$ cat config.mk
export PLATFORM = sky130hd
export DESIGN_NAME = uart_fifo
export DESIGN_NICKNAME = d
export VERILOG_FILES = /design/src/rtl/uart_fifo.sv
export SDC_FILE = /design/constraint.sdc
export NUM_CORES = 1
export LEC_CHECK = 0
export ABC_AREA = 1
export CAP_MARGIN = 5
export CORE_MARGIN = 10
export CORE_UTILIZATION = 35
export CTS_CLUSTER_SIZE = 10
export DETAILED_ROUTE_END_ITERATION = 12
export GPL_TIMING_DRIVEN = 0
export SLEW_MARGIN = 20
export SYNTH_ARGS = -nofsm -noshare
export SYNTH_HDL_FRONTEND = slang
export SYNTH_SLANG_ARGS = --single-unit
$ cat constraint.sdc
create_clock -name clk -period 1.75 [get_ports clk]
set_clock_uncertainty 0.05 [all_clocks]
set_input_delay 0.35 -clock clk [delete_from_list [all_inputs] [get_ports clk]]
set_output_delay 0.35 -clock clk [all_outputs]
set_load 0.005 [all_outputs]
$ cat src/rtl/uart_fifo.sv
// uart_fifo: full-duplex UART (start, DATA_W bits LSB first, optional even parity under UART_PARITY_EN, stop bits)
// with TX/RX FIFOs; wr_rdy drops when the TX FIFO is full, and a byte arriving at a full RX FIFO is dropped with an overrun pulse.

module uart_fifo_buf #(
   parameter int W     = 8,
   parameter int DEPTH = 4
) (
   input  logic         clk,
   input  logic         rst_n,
   input  logic         push_i,
   input  logic [W-1:0] din_i,
   input  logic         pop_i,
   output logic [W-1:0] dout_o,
   output logic         full_o,
   output logic         empty_o
);
   localparam int AW = $clog2(DEPTH);

   logic [W-1:0] mem_q [DEPTH];
   logic [AW:0]  wr_q, rd_q;
   logic         do_push, do_pop;

   // The extra pointer MSB distinguishes full (wrap bits differ) from empty.
   assign full_o  = (wr_q[AW] != rd_q[AW]) && (wr_q[AW-1:0] == rd_q[AW-1:0]);
   assign empty_o = (wr_q == rd_q);
   assign do_push = push_i && !full_o;
   assign do_pop  = pop_i && !empty_o;
   assign dout_o  = mem_q[rd_q[AW-1:0]];

   always_ff @(posedge clk or negedge rst_n) begin
      if (!rst_n) begin
         wr_q <= '0;
         rd_q <= '0;
         for (int i = 0; i < DEPTH; i++) mem_q[i] <= '0;
      end else begin
         if (do_push) begin
            mem_q[wr_q[AW-1:0]] <= din_i;
            wr_q                <= wr_q + 1'b1;
         end
         if (do_pop) rd_q <= rd_q + 1'b1;
      end
   end
endmodule

module uart_fifo #(
   parameter int DATA_W       = 8,
   parameter int CLKS_PER_BIT = 16,
   parameter int STOP_BITS    = 1,
   parameter int FIFO_DEPTH   = 4
) (
   input  logic              clk,
   input  logic              rst_n,
   input  logic              wr_en,
   input  logic [DATA_W-1:0] din,
   output logic              wr_rdy,
   input  logic              rd_en,
   output logic [DATA_W-1:0] dout,
   output logic              rd_rdy,
   input  logic              rx,
   output logic              tx,
   output logic              frame_err,
   output logic              overrun,
   output logic              parity_err
);
   localparam int CW = $clog2(CLKS_PER_BIT);
   localparam int BW = $clog2(DATA_W + 1);
   localparam logic [CW-1:0] CNT_LAST  = CW'(CLKS_PER_BIT - 1);
   localparam logic [CW-1:0] CNT_HALF  = CW'(CLKS_PER_BIT / 2 - 1);
   localparam logic [BW-1:0] BIT_LAST  = BW'(DATA_W - 1);
   localparam logic [BW-1:0] STOP_LAST = BW'(STOP_BITS - 1);

   typedef enum logic [2:0] {
      ST_IDLE, ST_START, ST_DATA, ST_PARITY, ST_STOP, ST_WAIT_HI
   } state_t;

`ifdef UART_PARITY_EN
   localparam state_t ST_AFTER_DATA = ST_PARITY;
`else
   localparam state_t ST_AFTER_DATA = ST_STOP;
`endif

   state_t            tx_state_q, tx_state_d;
   logic [CW-1:0]     tx_cnt_q, tx_cnt_d;
   logic [BW-1:0]     tx_bit_q, tx_bit_d;
   logic [DATA_W-1:0] tx_sh_q, tx_sh_d;
   logic [DATA_W-1:0] tx_head;
   logic              tx_full, tx_empty, tx_pop, tx_line, tx_par;

   state_t            rx_state_q, rx_state_d;
   logic [CW-1:0]     rx_cnt_q, rx_cnt_d;
   logic [BW-1:0]     rx_bit_q, rx_bit_d;
   logic [DATA_W-1:0] rx_sh_q, rx_sh_d;
   logic              rx_meta_q, rx_s_q;
   logic              rx_full, rx_empty, rx_push, rx_par_bad;
   logic              frame_err_q, frame_err_d;
   logic              overrun_q, overrun_d;
   logic              parity_err_q, parity_err_d;

   uart_fifo_buf #(.W(DATA_W), .DEPTH(FIFO_DEPTH)) u_tx_fifo (
      .clk(clk), .rst_n(rst_n), .push_i(wr_en), .din_i(din), .pop_i(tx_pop),
      .dout_o(tx_head), .full_o(tx_full), .empty_o(tx_empty)
   );

   uart_fifo_buf #(.W(DATA_W), .DEPTH(FIFO_DEPTH)) u_rx_fifo (
      .clk(clk), .rst_n(rst_n), .push_i(rx_push), .din_i(rx_sh_q), .pop_i(rd_en),
      .dout_o(dout), .full_o(rx_full), .empty_o(rx_empty)
   );

   assign wr_rdy     = !tx_full;
   assign rd_rdy     = !rx_empty;
   assign tx         = tx_line;
   assign frame_err  = frame_err_q;
   assign overrun    = overrun_q;
   assign parity_err = parity_err_q;

`ifdef UART_PARITY_EN
   logic tx_par_q, tx_par_d, rx_par_bad_q, rx_par_bad_d;
   // Parity is latched at load because the shifter is consumed during DATA.
   assign tx_par_d     = tx_pop ? ^tx_head : tx_par_q;
   assign rx_par_bad_d = (rx_state_q == ST_PARITY && rx_cnt_q == CNT_LAST)
                         ? (rx_s_q ^ (^rx_sh_q)) : rx_par_bad_q;
   assign tx_par       = tx_par_q;
   assign rx_par_bad   = rx_par_bad_q;

   always_ff @(posedge clk or negedge rst_n) begin
      if (!rst_n) begin
         tx_par_q     <= 1'b0;
         rx_par_bad_q <= 1'b0;
      end else begin
         tx_par_q     <= tx_par_d;
         rx_par_bad_q <= rx_par_bad_d;
      end
   end
`else
   assign tx_par     = 1'b0;
   assign rx_par_bad = 1'b0;
`endif

   always_comb begin
      tx_state_d = tx_state_q;
      tx_cnt_d   = tx_cnt_q + CW'(1);
      tx_bit_d   = tx_bit_q;
      tx_sh_d    = tx_sh_q;
      tx_pop     = 1'b0;
      tx_line    = 1'b1;
      case (tx_state_q)
         ST_IDLE: begin
            tx_cnt_d = '0;
            if (!tx_empty) begin
               tx_pop     = 1'b1;
               tx_sh_d    = tx_head;
               tx_state_d = ST_START;
            end
         end
         ST_START: begin
            tx_line = 1'b0;
            if (tx_cnt_q == CNT_LAST) begin
               tx_cnt_d   = '0;
               tx_bit_d   = '0;
               tx_state_d = ST_DATA;
            end
         end
         ST_DATA: begin
            tx_line = tx_sh_q[0];
            if (tx_cnt_q == CNT_LAST) begin
               tx_cnt_d = '0;
               tx_sh_d  = tx_sh_q >> 1;
               if (tx_bit_q == BIT_LAST) begin
                  tx_bit_d   = '0;
                  tx_state_d = ST_AFTER_DATA;
               end else begin
                  tx_bit_d = tx_bit_q + BW'(1);
               end
            end
         end
         ST_PARITY: begin
            tx_line = tx_par;
            if (tx_cnt_q == CNT_LAST) begin
               tx_cnt_d   = '0;
               tx_state_d = ST_STOP;
            end
         end
         ST_STOP: begin
            if (tx_cnt_q == CNT_LAST) begin
               tx_cnt_d = '0;
               if (tx_bit_q == STOP_LAST) begin
                  tx_bit_d = '0;
                  // Chain straight into the next start bit so bursts have no idle gap.
                  if (!tx_empty) begin
                     tx_pop     = 1'b1;
                     tx_sh_d    = tx_head;
                     tx_state_d = ST_START;
                  end else begin
                     tx_state_d = ST_IDLE;
                  end
               end else begin
                  tx_bit_d = tx_bit_q + BW'(1);
               end
            end
         end
         default: tx_state_d = ST_IDLE;
      endcase
   end

   always_comb begin
      rx_state_d   = rx_state_q;
      rx_cnt_d     = rx_cnt_q + CW'(1);
      rx_bit_d     = rx_bit_q;
      rx_sh_d      = rx_sh_q;
      rx_push      = 1'b0;
      frame_err_d  = 1'b0;
      overrun_d    = 1'b0;
      parity_err_d = 1'b0;
      case (rx_state_q)
         ST_IDLE: begin
            rx_cnt_d = '0;
            if (!rx_s_q) rx_state_d = ST_START;
         end
         ST_START: begin
            // Half-bit sample rejects glitches and aligns later samples to mid-bit.
            if (rx_cnt_q == CNT_HALF) begin
               rx_cnt_d   = '0;
               rx_bit_d   = '0;
               rx_state_d = rx_s_q ? ST_IDLE : ST_DATA;
            end
         end
         ST_DATA: begin
            if (rx_cnt_q == CNT_LAST) begin
               rx_cnt_d = '0;
               rx_sh_d  = {rx_s_q, rx_sh_q[DATA_W-1:1]};
               if (rx_bit_q == BIT_LAST) begin
                  rx_bit_d   = '0;
                  rx_state_d = ST_AFTER_DATA;
               end else begin
                  rx_bit_d = rx_bit_q + BW'(1);
               end
            end
         end
         ST_PARITY: begin
            if (rx_cnt_q == CNT_LAST) begin
               rx_cnt_d   = '0;
               rx_state_d = ST_STOP;
            end
         end
         ST_STOP: begin
            if (rx_cnt_q == CNT_LAST) begin
               rx_cnt_d = '0;
               if (!rx_s_q) begin
                  frame_err_d  = 1'b1;
                  parity_err_d = rx_par_bad;
                  rx_state_d   = ST_WAIT_HI;
               end else begin
                  rx_state_d = ST_IDLE;
                  if (rx_par_bad)   parity_err_d = 1'b1;
                  else if (rx_full) overrun_d    = 1'b1;
                  else              rx_push      = 1'b1;
               end
            end
         end
         ST_WAIT_HI: begin
            rx_cnt_d = '0;
            if (rx_s_q) rx_state_d = ST_IDLE;
         end
         default: rx_state_d = ST_IDLE;
      endcase
   end

   always_ff @(posedge clk or negedge rst_n) begin
      if (!rst_n) begin
         tx_state_q   <= ST_IDLE;
         tx_cnt_q     <= '0;
         tx_bit_q     <= '0;
         tx_sh_q      <= '0;
         rx_meta_q    <= 1'b1;
         rx_s_q       <= 1'b1;
         rx_state_q   <= ST_IDLE;
         rx_cnt_q     <= '0;
         rx_bit_q     <= '0;
         rx_sh_q      <= '0;
         frame_err_q  <= 1'b0;
         overrun_q    <= 1'b0;
         parity_err_q <= 1'b0;
      end else begin
         tx_state_q   <= tx_state_d;
         tx_cnt_q     <= tx_cnt_d;
         tx_bit_q     <= tx_bit_d;
         tx_sh_q      <= tx_sh_d;
         rx_meta_q    <= rx;
         rx_s_q       <= rx_meta_q;
         rx_state_q   <= rx_state_d;
         rx_cnt_q     <= rx_cnt_d;
         rx_bit_q     <= rx_bit_d;
         rx_sh_q      <= rx_sh_d;
         frame_err_q  <= frame_err_d;
         overrun_q    <= overrun_d;
         parity_err_q <= parity_err_d;
      end
   end
endmodule

Word level (Yosys, flattened, before mapping)
Index checks and enable logic that the tools add are counted.

word-level totals
  register bits after elaboration = 118
  latch bits = 0
  RAM bits = 0
  memory bits (read-only) = 0
  bits of input ports = 13
  logic and storage cells = 171
  memories = 0

operators by class
  add/subtract/negate cells = 8
  multipliers = 0
  div/mod/pow operators = 0
  order comparisons = 6
  equal/unequal tests = 34
  shift operators = 0
  muxes and demuxes = 67
  bitwise logic cells = 4
  reduce and logical (&&, ||, !) cells = 28

operators with widths
  cell                   number
  $mux W8                10
  $bwmux W32             2
  $mux W3                15
  $mux W4                11
  $bmux W8 S2            2
  $demux W8 S2           2
  $ne A2 B2 Y1 const B   14
  $pmux W4 S3            2
  $pmux W8 S3            1
  $pmux W3 S6            1
  $add A4 B1 Y4 const B  4
  $pmux W4 S2            2
  $mux W1                15
  $pmux W3 S5            1
  $reduce_and A7 Y1      2
  $add A3 B1 Y3 const B  4
  $eq A3 B2 Y1 const B   4
  $eq A4 B3 Y1 const B   3
  $ge A3 B3 Y1 const B   4
  $not A2 Y3             4
  $eq A3 B3 Y1 const B   3
  $eq A4 B4 Y1 const B   2
  $logic_and A1 B1 Y1    8
  $reduce_and A4 Y1      2
  other kinds (17)       29

Longest topological paths before layout
Gate-level depths: netlist of run 1.

  word-level depth = 8
  gate-level depth with buffers = 10
  mapped depth without buffers = 10

Hierarchy
A second synthesis of run 1 with hierarchy kept.

second synthesis, totals
  cell total of the unflattened synthesis = 738
  area, all modules = 6077.1 um^2

modules (own cells, without submodules)
  module         times used  cells each  area an instance (um^2)  seq. area each (um^2)
  uart_fifo_buf  2           237         1955.6                   950.9
  uart_fifo      1           264         2165.8                   1053.5

Worst setup path before layout of run 1
No wires, ideal clock.

  kind = register -> output
  start = register u_rx_fifo.rd_q[0]
  end = output port dout[0]
  data arrival time = 1.158 ns
  slack = 0.192 ns
  stages on the path, launching flop included = 6
  path buffers = 2
  path through = dfrtp_1 buf_2 inv_1 clkbuf_1 nor2_1 o22ai_1

between the ends
  longest elaborated chain between the ends = 4

RTL lines
  item                                         line  source
  from (decl)                                  20    logic [AW:0] wr_q, rd_q;
  from (signal assigned)                       40    if (do_pop) rd_q <= rd_q + 1'b1;
  $not A2 Y3 (implied by the code)             28    assign dout_o = mem_q[rd_q[AW-1:0]];
  $bmux W8 S2                                  28
  $mux W8 (implied by the code) (2 in series)  28
  to (decl)                                    57    output logic [DATA_W-1:0] dout,

Every way passes these cells. The select of a mux whose other input is x is not followed.

Worst setup path after layout of run 1
  start = register u_rx_fifo.rd_q[0]
  end = output port dout[6]

Same word-level chain as after synthesis.

==> flow_summary.json, run 1 <==
{
  "met2_length_microns": 6762,
  "clock-sinks": 118,
  "htreeDepth": 4,
  "place_congestion": 0.7733,
  "m1WireLength_microns": 7096,
  "synth_commonest_cells": "nand2_1 (246), dfrtp_1 (116), o21ai_0 (63), nand3_1 (61), nor2_1 (46)",
  "postRouteAntennaNets": 0,
  "fin_ws_ps": -190.2,
  "drtPass1Iterations": 5,
  "pre_cts_ws_ps": -787.6,
  "combPwrFrac_pct": 26.3,
  "finalHoldViolCount": 0,
  "crit_arrival_ps": 1540,
  "synth_area_sq_mm": 0.005967,
  "drt_iter0_drc": 277,
  "final_cells": 1037,
  "drive_gt1_share_pct": 23.01,
  "ys.flop_type": "dfrtp_1",
  "clock_path_buffers": 2,
  "drc": 0,
  "worstSetupStartpointType": "register",
  "place_hpwl_microns": 9236,
  "synth.area.top_cells": "dfrtp_1 (49%), nand2_1 (15%), o21ai_0 (5.3%)",
  "fin_crit_sh_pct": 110.9,
  "p_switching_w": 0.003112,
  "routed_wl_microns": 14570,
  "final_nets": 832,
  "p_leak_nw": 3.959,
  "dieArea_sq_mm": 0.02267,
  "synth_top_area_share_pct": 48.65,
  "violations": "negative setup slack",
  "hold_path_class": "input port to register",
  "synth_top_area_cell": "dfrtp_1",
  "maxSlewViolCount": 0,
  "grt_pass1_wl_microns": 24200,
  "maxCapViolations": 0,
  "yosys_warnings": 0,
  "path_class": "register to primary output",
  "wl_met3_microns": 503,
  "ir_drop_v": 0.0007231,
  "fp.dieH_microns": 150.6,
  "rsz0062_at_grt": "yes",
  "synth_cells": 713,
  "grt_pass1_vias": 4899,
  "wl_per_cell_microns": 14.05,
  "grt_max_degree": 61,
  "dieWidth_microns": 150.6,
  "synth_seq_cells": 118,
  "syn-num-nets": 741,
  "max_clock_freq_ghz": 0.5154,
  "synth_edf_count": 0,
  "dp.cells": 959,
  "crit_required_ps": 1350,
  "p_sw_share_pct": 31.47,
  "tightest_slew_ps": 583.0,
  "yosysUniqueCellTypes": 34,
  "top_layer": "met4",
  "antenna_found_initial": 0,
  "cts_tree": "built",
  "start_util_pct": 35.85,
  "final_util_pct": 47.00,
  "rows": 47,
  "coreArea_sq_mm": 0.01664,
  "clk_pin_slew_ps": 60,
  "route.vias.total": 5054,
  "avgSynthCellArea_sq_um": 8.369,
  "overflow": 0,
  "insertedDiodeCount": 0,
  "power_density_mw_per_mm2": 1264,
  "p_clk_share_pct": 38.2,
  "setup_viol": 9,
  "seqPwrFrac_pct": 35.5,
  "p_total_w": 0.009887,
  "io_buffers": 25,
  "synth_most_common_cell": "nand2_1",
  "synthToLayoutAreaGrowth_pct": 31.10,
  "cp_max_fo": 6,
  "seq_area_frac_synth_pct": 49.53,
  "internal_power_w": 0.006776,
  "finalCriticalPeriod_ps": 1940,
  "viasPerCell": 4.874,
  "numCtsBuffers": 17,
  "num_io_pins": 27,
  "synth-async-reset-ratio_pct": 100.0,
  "status": "finished with violations",
  "crit_path_end_kind": "primary output",
  "slew_headroom_pct": 61.13,
  "clk_latency_ps": 420,
  "cts_root_buffer": "clkbuf_16",
  "grt_usage_pct": 13.20,
  "whs_ps": 288.3
}
[routing by layer]
layer,vias to the layer above,global-route usage (%)
met5,-,0
met2,77,20.41
li1,2549,-
met4,0,4.620
met3,18,3.721
met1,2410,17.32
[metrics by stage]
step	TNS [ps]	instance area (sq um)
finish	-1531	7823
global route	-2634	7823
CTS	-1670	7587
detailed placement	-7191	6521
global placement	-544610	6492
floorplan	0	5967
[critical path: stages, from the launching register on]
cell	delay (ps)
dfrtp_1	390
buf_6	160
inv_8	70
clkbuf_16	140
nor2_2	40
o22ai_2	170
buf_2	150
[registers in the layout, indices dropped and copies added (netlist names)]
signal           count
frame_err            1
overrun              1
rx_bit_q             4
rx_cnt_q             4
rx_meta_q            1
rx_s_q               1
rx_sh_q              8
rx_state_q           3
tx_bit_q             4
tx_cnt_q             4
tx_sh_q              8
tx_state_q           3
u_rx_fifo.mem_q     32
u_rx_fifo.rd_q       3
u_rx_fifo.wr_q       3
u_tx_fifo.mem_q     32
u_tx_fifo.rd_q       3
u_tx_fifo.wr_q       3
[timing repair]
item	4_1_cts	5_1_grt
resized for setup	110	46
cloned	4	0
setup buffers	26	18
pin swaps	12	14
setup endpoints to repair	38	72
hold endpoints to repair	58	0
hold buffers	1	0
[area by class of cell]
type	count	area (sq um)
timing repair inverter	1	6.256
fill	1581	8820
sequential	118	2957
clock inverter	14	200.2
buffer	26	272.8
timing repair buffer	72	639.4
inverter	45	191.4
clock buffer	18	439.2
tap	220	275.3
multi-input combinational	523	2841
[cell usage in the layout (no fill, tap or decap), types with 5 or more instances in the layout]
cell and instances:
a21oi_1 8, nor2_1 38, clkbuf_16 18, nand3_4 10
inv_2 7, clkdlybuf4s50_1 13, ha_1 14, o21ai_1 9
nand3_1 59, buf_8 5, nand2_1 231, o22ai_1 6
nor2_2 9, nand2_2 11, nand4_1 36, buf_4 37
o21ai_0 51, dfrtp_1 115, o21ai_2 5, inv_1 33
nand2_4 9, buf_6 18, buf_2 17, xor2_1 8
[final timing paths]
| kind | from | end | slack (ps) | cells past startpoint |
|---|---|---|---|---|
| max | u_rx_fifo.rd_q[0] | dout[6] | -190 | 6 |
| min reg2reg | rx_meta_q | rx_s_q | 300 | 0 |
| min | rx | rx_meta_q | 290 | 1 |
| min in group asynchronous | rst_n | rx_cnt_q[2] | 420 | 2 |
| max in group asynchronous | rst_n | u_rx_fifo.mem_q[23] | 530 | 3 |
| max reg2reg | u_rx_fifo.rd_q[0] | u_rx_fifo.mem_q[20] | 20 | 10 |
[kinds of logic (layout without fill, tap and decap cells)]
group | after synthesis | after routing | synth area share, %
AO/OA/AOI/OAI | 83 | 83 | 7.339
XOR/XNOR | 12 | 12 | 1.761
adder cells (fa/ha/maj) | 15 | 15 | 3.145
buffers and inverters | 72 | 176 | 6.290
flip-flops | 118 | 118 | 49.53
multiplexers | 1 | 1 | 0.1887
other | 1 | 1 | 0.06285
AND/OR/NAND/NOR | 411 | 411 | 31.68
[power by group through the flow]
stage / registers [W] / clock network [W] / logic (W)
detailed placement: 0.00354 / 0 / 0.00209
finish: 0.00351 / 0.00378 / 0.00260
global route: 0.00357 / 0.00398 / 0.00294
CTS: 0.00350 / 0.00384 / 0.00241
global placement: 0.00354 / 0 / 0.00206
floorplan: 0.00347 / 0 / 0.00147
(Power assumes the default switching activity.)
==> run 2, diff against run 1 <==
--- a/config.mk
+++ b/config.mk
@@ -6,7 +6,7 @@
 export NUM_CORES = 1
 export LEC_CHECK = 0
 export ABC_AREA = 1
-export CAP_MARGIN = 5
+export CAP_MARGIN = 10
 export CORE_MARGIN = 10
 export CORE_UTILIZATION = 35
 export CTS_CLUSTER_SIZE = 10
==> results of run 2 <==
No change in the layout: final DEF, timing and power equal those of run 1.
